**src/rtl/tri_hit_reducer.sv**
```systemverilog
// Multi-lane nearest-hit reducer for triangle batches, with an any-hit (shadow ray) early-done mode.
// Optional hit statistics output is enabled by defining HIT_REDUCER_STATS_EN.
module tri_hit_reducer #(
    parameter int unsigned             LANES = 4,
    parameter int unsigned             T_W   = 32,
    parameter int unsigned             IDX_W = 32,
    parameter logic signed [T_W-1:0]   MIN_T = '0
) (
    input  logic                     i_clk,
    input  logic                     i_rstn,
    input  logic                     i_start,
    input  logic [31:0]              i_tri_cnt,
    input  logic                     i_any_hit,
    input  logic [LANES-1:0]         i_valid,
    input  logic [LANES-1:0]         i_hit,
    input  logic [LANES*T_W-1:0]     i_t,
    input  logic [LANES*IDX_W-1:0]   i_idx,
    output logic                     o_busy,
    output logic                     o_done,
    output logic                     o_hit,
    output logic [T_W-1:0]           o_t,
    output logic [IDX_W-1:0]         o_tri_index
`ifdef HIT_REDUCER_STATS_EN
    ,
    output logic [31:0]              o_hit_cnt
`endif
);

    localparam int unsigned ACC_W = $clog2(LANES + 1);
    localparam logic [T_W-1:0] T_MAX = {1'b0, {(T_W-1){1'b1}}};

    typedef enum logic [1:0] {
        ST_IDLE  = 2'd0,
        ST_RUN   = 2'd1,
        ST_DRAIN = 2'd2
    } state_t;

    state_t             state_q, state_d;
    logic [31:0]        remaining_q, remaining_d;
    logic               any_mode_q, any_mode_d;

    // Stage 1 registers: per-cycle winner and acceptance summary
    logic               s1_win_q;
    logic               s1_last_q;
    logic [T_W-1:0]     s1_t_q;
    logic [IDX_W-1:0]   s1_idx_q;

    logic               done_d, hit_d, busy_d;
    logic [T_W-1:0]     t_d;
    logic [IDX_W-1:0]   idx_d;

    logic [ACC_W-1:0]   acc_cnt_c;
    logic [ACC_W-1:0]   qual_cnt_c;
    logic               win_found_c;
    logic [T_W-1:0]     win_t_c;
    logic [IDX_W-1:0]   win_idx_c;
    logic [T_W-1:0]     lane_t_c;
    logic               last_c;

`ifdef HIT_REDUCER_STATS_EN
    logic [ACC_W-1:0]   s1_qcnt_q;
    logic [31:0]        hit_cnt_d;
    logic [32:0]        hit_cnt_sum_c;
`endif

    // Accept lowest valid lanes up to the unaccepted count; pick min-t qualifying lane
    always_comb begin
        acc_cnt_c   = '0;
        qual_cnt_c  = '0;
        win_found_c = 1'b0;
        win_t_c     = T_MAX;
        win_idx_c   = '0;
        lane_t_c    = '0;
        for (int k = 0; k < LANES; k++) begin
            lane_t_c = i_t[k*T_W +: T_W];
            if ((state_q != ST_IDLE) && i_valid[k] && (32'(acc_cnt_c) < remaining_q)) begin
                acc_cnt_c = acc_cnt_c + ACC_W'(1);
                if (i_hit[k] && ($signed(lane_t_c) > MIN_T)) begin
                    qual_cnt_c = qual_cnt_c + ACC_W'(1);
                    if (!win_found_c || ($signed(lane_t_c) < $signed(win_t_c))) begin
                        win_found_c = 1'b1;
                        win_t_c     = lane_t_c;
                        win_idx_c   = i_idx[k*IDX_W +: IDX_W];
                    end
                end
            end
        end
        last_c = (acc_cnt_c != '0) && (32'(acc_cnt_c) == remaining_q);
    end

    // Next-state and result update (stage 2)
    always_comb begin
        state_d     = state_q;
        remaining_d = remaining_q;
        any_mode_d  = any_mode_q;
        done_d      = 1'b0;
        hit_d       = o_hit;
        t_d         = o_t;
        idx_d       = o_tri_index;
`ifdef HIT_REDUCER_STATS_EN
        hit_cnt_d     = o_hit_cnt;
        hit_cnt_sum_c = {1'b0, o_hit_cnt} + 33'(s1_qcnt_q);
`endif
        case (state_q)
            ST_IDLE: begin
                if (i_start) begin
                    hit_d = 1'b0;
                    t_d   = T_MAX;
                    idx_d = '0;
`ifdef HIT_REDUCER_STATS_EN
                    hit_cnt_d = '0;
`endif
                    if (i_tri_cnt == 32'd0) begin
                        done_d = 1'b1;
                    end else begin
                        state_d     = ST_RUN;
                        remaining_d = i_tri_cnt;
                        any_mode_d  = i_any_hit;
                    end
                end
            end
            ST_RUN: begin
                remaining_d = remaining_q - 32'(acc_cnt_c);
                if (s1_win_q) begin
                    hit_d = 1'b1;
                    // first hit always lands, so a hit at exactly T_MAX still records its index
                    if (!o_hit || ($signed(s1_t_q) < $signed(o_t))) begin
                        t_d   = s1_t_q;
                        idx_d = s1_idx_q;
                    end
                end
`ifdef HIT_REDUCER_STATS_EN
                hit_cnt_d = hit_cnt_sum_c[32] ? 32'hFFFF_FFFF : hit_cnt_sum_c[31:0];
`endif
                if (s1_last_q) begin
                    done_d  = 1'b1;
                    state_d = ST_IDLE;
                end else if (any_mode_q && s1_win_q) begin
                    done_d  = 1'b1;
                    state_d = ST_DRAIN;
                end
            end
            ST_DRAIN: begin
                remaining_d = remaining_q - 32'(acc_cnt_c);
`ifdef HIT_REDUCER_STATS_EN
                hit_cnt_d = hit_cnt_sum_c[32] ? 32'hFFFF_FFFF : hit_cnt_sum_c[31:0];
`endif
                if (s1_last_q) begin
                    state_d = ST_IDLE;
                end
            end
            default: begin
                state_d = ST_IDLE;
            end
        endcase
        busy_d = (state_d != ST_IDLE);
    end

    always_ff @(posedge i_clk) begin
        if (!i_rstn) begin
            state_q <= ST_IDLE;
        end else begin
            state_q <= state_d;
        end
    end

    always_ff @(posedge i_clk) begin
        if (!i_rstn) begin
            remaining_q <= '0;
            any_mode_q  <= 1'b0;
            s1_win_q    <= 1'b0;
            s1_last_q   <= 1'b0;
            s1_t_q      <= '0;
            s1_idx_q    <= '0;
            o_busy      <= 1'b0;
            o_done      <= 1'b0;
            o_hit       <= 1'b0;
            o_t         <= T_MAX;
            o_tri_index <= '0;
`ifdef HIT_REDUCER_STATS_EN
            s1_qcnt_q   <= '0;
            o_hit_cnt   <= '0;
`endif
        end else begin
            remaining_q <= remaining_d;
            any_mode_q  <= any_mode_d;
            s1_win_q    <= win_found_c;
            s1_last_q   <= last_c;
            s1_t_q      <= win_t_c;
            s1_idx_q    <= win_idx_c;
            o_busy      <= busy_d;
            o_done      <= done_d;
            o_hit       <= hit_d;
            o_t         <= t_d;
            o_tri_index <= idx_d;
`ifdef HIT_REDUCER_STATS_EN
            s1_qcnt_q   <= qual_cnt_c;
            o_hit_cnt   <= hit_cnt_d;
`endif
        end
    end

endmodule

```
**config.mk**
```make
export PLATFORM = sky130hd
export DESIGN_NAME = tri_hit_reducer
export DESIGN_NICKNAME = d
export VERILOG_FILES = /design/src/rtl/tri_hit_reducer.sv
export SDC_FILE = /design/constraint.sdc
export NUM_CORES = 1
export LEC_CHECK = 0
export ABC_AREA = 1
export CAP_MARGIN = 20
export CORE_MARGIN = 2
export CORE_UTILIZATION = 49
export DETAILED_ROUTE_END_ITERATION = 12
export PLACE_DENSITY = 0.93
export SLEW_MARGIN = 20
export SYNTH_ARGS = -nofsm -noshare
export SYNTH_HDL_FRONTEND = slang
export SYNTH_SLANG_ARGS = --single-unit
```
**constraint.sdc**
```tcl
create_clock -name i_clk -period 14.6 [get_ports i_clk]
set_input_delay 4.38 -clock i_clk [delete_from_list [all_inputs] [get_ports i_clk]]
set_output_delay 4.38 -clock i_clk [all_outputs]
set_load 0.02 [all_outputs]
```
==> flow_metrics.py <==
metrics = {
    "outcome": {
        "status": "finished clean",
    },
    "clocking": {
        "clk_latency_ns": 0.44,
        "post-cts-setup-buffer-count": 0,
        "clk_path_buf_depth": 2,
        "numCtsBuffers": 17,
        "clk_pin_slew_ns": 0.07,
        "hold_buffers": 0,
        "cts_max_level": 4,
        "cts_tree": "built",
        "clock_sinks": 168,
        "clockRootBuffer": "clkbuf_16",
    },
    "worst_setup_path": {
        "start_kind": "input pin",
        "cp_slowest_stage_delay_ns": 0.56,
        "path_max_fanout": 64,
        "crit_arrival_ns": 13.82,
        "criticalPathCategory": "in -> reg",
        "crit_top_cell": "nor2_1",
        "required_ns": 14.92,
        "crit_path_top_delay_cell": "nand2_8",
        "crit_path_end_kind": "flip-flop",
    },
    "routing": {
        "avgRoutedWirePerCell_um": 17.7,
        "vias": 14400,
        "drc_errors": 0,
        "ant_nets": 0,
        "drt_first_iter_violations": 1435,
        "routed_via_density": 5.77,
        "routed_wl_mm": 44.4,
        "drt-pass1-iter-count": 6,
    },
    "sta": {
        "fin_crit_ns": 13.50,
        "skew_ns": 0.0180,
        "drv_slew": 0,
        "setup-tns-final_ns": 0,
        "setup_viol": 0,
        "maxSlewHeadroom": 0.305,
        "tightest_slew_ns": 1.04,
        "fin_ws_ns": 1.10,
        "fin_crit_sh": 0.925,
        "hold_violations": 0,
        "fmax_ghz": 0.0741,
        "rsz0062_at_grt": "false",
    },
    "logic_synthesis": {
        "netlist_instances": 1862,
        "ys_warn_count": 0,
        "syn_area_mm2": 0.0125,
        "yosysTopAreaCellShare": 0.268,
        "ys_top_cells_by_area": "dfxtp_1 (27%), ha_1 (14%), nand2_1 (12%)",
        "ys_types": 51,
        "async_flop_share": 0,
        "ys_ff_latch": 168,
        "yosysTopAreaCell": "dfxtp_1",
        "synth_edf_count": 0,
        "synth_flop_cell": "dfxtp_1",
        "yosysSeqAreaShare": 0.268,
        "synth_area_per_cell_um2": 6.74,
    },
    "run": {
        "maxCapViolCount": 0,
    },
    "floorplan": {
        "core_mm2": 0.0252,
        "num_rows": 58,
        "die_w_um": 164,
        "io_pins": 367,
        "initial_core_util": 0.498,
        "fp.dieArea_mm2": 0.0269,
        "die_h_um": 164,
    },
    "placement": {
        "gp_congestion": 0.952,
        "numPortBuffers": 366,
        "dpl_worst_slack_ns": 0.171,
        "dpl.hpwl_mm": 34.2,
    },
    "final_layout": {
        "nets": 2594,
        "fillers": 2059,
        "syn_to_final_growth_pct": 34.9,
        "drive_above_1_share": 0.0396,
        "seqCellArea_mm2": 0.00336,
        "multi_input_area_mm2": 0.00832,
    },
    "global_route": {
        "grt_first_pass_wirelength_mm": 68.9,
        "antenna_found_initial": 3,
        "first_global_vias": 13600,
        "overflow": 0,
        "track_usage": 0.323,
        "grt_start_max_net_pins": 68,
    },
    "power": {
        "power_density_mw_per_mm2": 79.8,
        "p_leak_nw": 7.30,
        "ir_worst_vdd_mv": 0.0877,
    },
    "worst_hold_path": {
        "hp-class": "reg -> reg",
    },
}
## cell families (layout without fill, tap and decap cells)
group / count (synthesis) / in the layout / synth area share
AOI/OAI and AO/OA: 464 / 464 / 0.206
and+or+nand+nor: 828 / 828 / 0.285
DFF: 168 / 168 / 0.268
other: 2 / 9 / 0.000599
adders and majority gates: 137 / 137 / 0.137
buffers and inverters: 225 / 531 / 0.0718
xor gates and xnor gates: 17 / 17 / 0.0119
muxes: 21 / 21 / 0.0187
## cells in the final DEF (no fill, tap or decap), drive strengths merged, types with 11 or more instances in the layout
cell and count:
clkdlybuf4s50 365, buf 16, o211ai 41, inv 121, nand3 84, nand3b 32, clkinv 11, nand4 19
o21ai 183, a211oi 17, dfxtp 168, a31oi 25, mux2 19, nand2 392, ha 136, xor2 14
nor3 19, clkbuf 18, nor4 29, a21oi 172, nor2 242
## final cells by class
class / count / share of cell area
Tap cell: 330 / 0.0244
Timing Repair Buffer: 381 / 0.223
Inverter: 118 / 0.0262
Antenna cell: 5 / 0.000739
Sequential cell: 168 / 0.199
Clock buffer: 18 / 0.0260
Clock inverter: 14 / 0.00946
Multi-Input combinational cell: 1471 / 0.492
## synth_stat cells (4+ instances only)
master	n
a211oi_1	17
a21oi_1	172
a31oi_1	25
buf_1	13
buf_2	9
buf_6	6
clkbuf_1	79
dfxtp_1	168
ha_1	136
inv_1	114
mux2_2	19
nand2_1	388
nand3_1	80
nand3b_1	32
nand4_1	19
nor2_1	238
nor3_1	19
nor4_1	29
o211ai_1	41
o21ai_0	183
o221a_2	4
o221ai_1	5
or4_1	6
xor2_1	14
## metal layers
metal,track usage,part of all wire,up-vias
met1,0.425,0.42,6546
met5,0,0,-
li1,-,-,6996
met4,0.138,0.041,0
met2,0.521,0.46,777
met3,0.0556,0.079,125
## final timing paths
| path | startpoint | end | slack (ns) | cells past startpoint |
|---|---|---|---|---|
| worst max-delay path | i_t[23] | s1_t_q[10] | 1.10 | 49 |
| worst min-delay path | o_tri_index[20] | o_tri_index[20] | 0.46 | 2 |
| worst max register to register | state_q[0] | s1_t_q[10] | 4.75 | 47 |
| worst min register to register | o_tri_index[20] | o_tri_index[20] | 0.46 | 2 |
## repair_timing
item | CTS | global route
resized for setup | 0 | 3
hold endpoints to repair | 0 | 0
endpoints found under the setup margin | 0 | 40
## through the flow
stage / utilization / hold slack [ns] / std cells / power [W] / cell area (µm²)
finish: 0.672 / 0.464 / 2505 / 0.00135 / 16900
floorplan: - / 0.446 / 1864 / 0.000725 / 12600
global placement: 0.647 / 0.449 / 2468 / 0.000887 / 16300
global route: 0.672 / 0.484 / 2502 / 0.00142 / 16900
CTS: 0.671 / 0.466 / 2500 / 0.00134 / 16900
detailed placement: 0.647 / 0.453 / 2468 / 0.000899 / 16300
## where the power goes
group	internal [W]	total (W)	leakage (nW)	switching [W]
clock network	0.000234	0.000448	0.292	0.000214
logic	0.000174	0.000387	5.63	0.000212
registers	0.000490	0.000515	1.38	0.0000250
total	0.000898	0.00135	7.30	0.000452
## sequential cells by signal, indices dropped and copies added (netlist names)
| register | count |
|---|---|
| remaining_q | 32 |
| s1_t_q | 32 |
| o_tri_index | 32 |
| o_t | 32 |
| o_hit | 1 |
| o_done | 1 |
| s1_last_q | 1 |
| s1_win_q | 1 |
| s1_idx_q | 32 |
| o_busy | 1 |
| any_mode_q | 1 |
| state_q | 2 |
## worst max-delay path, delay by kind of cell
family | cells | cell delay (ns)
simple gates | 30 | 5.06
fa+ha+maj | 3 | 0.94
compound gates | 13 | 2.53
buf+inv | 3 | 0.87
Power figures use the tool's default switching activity.
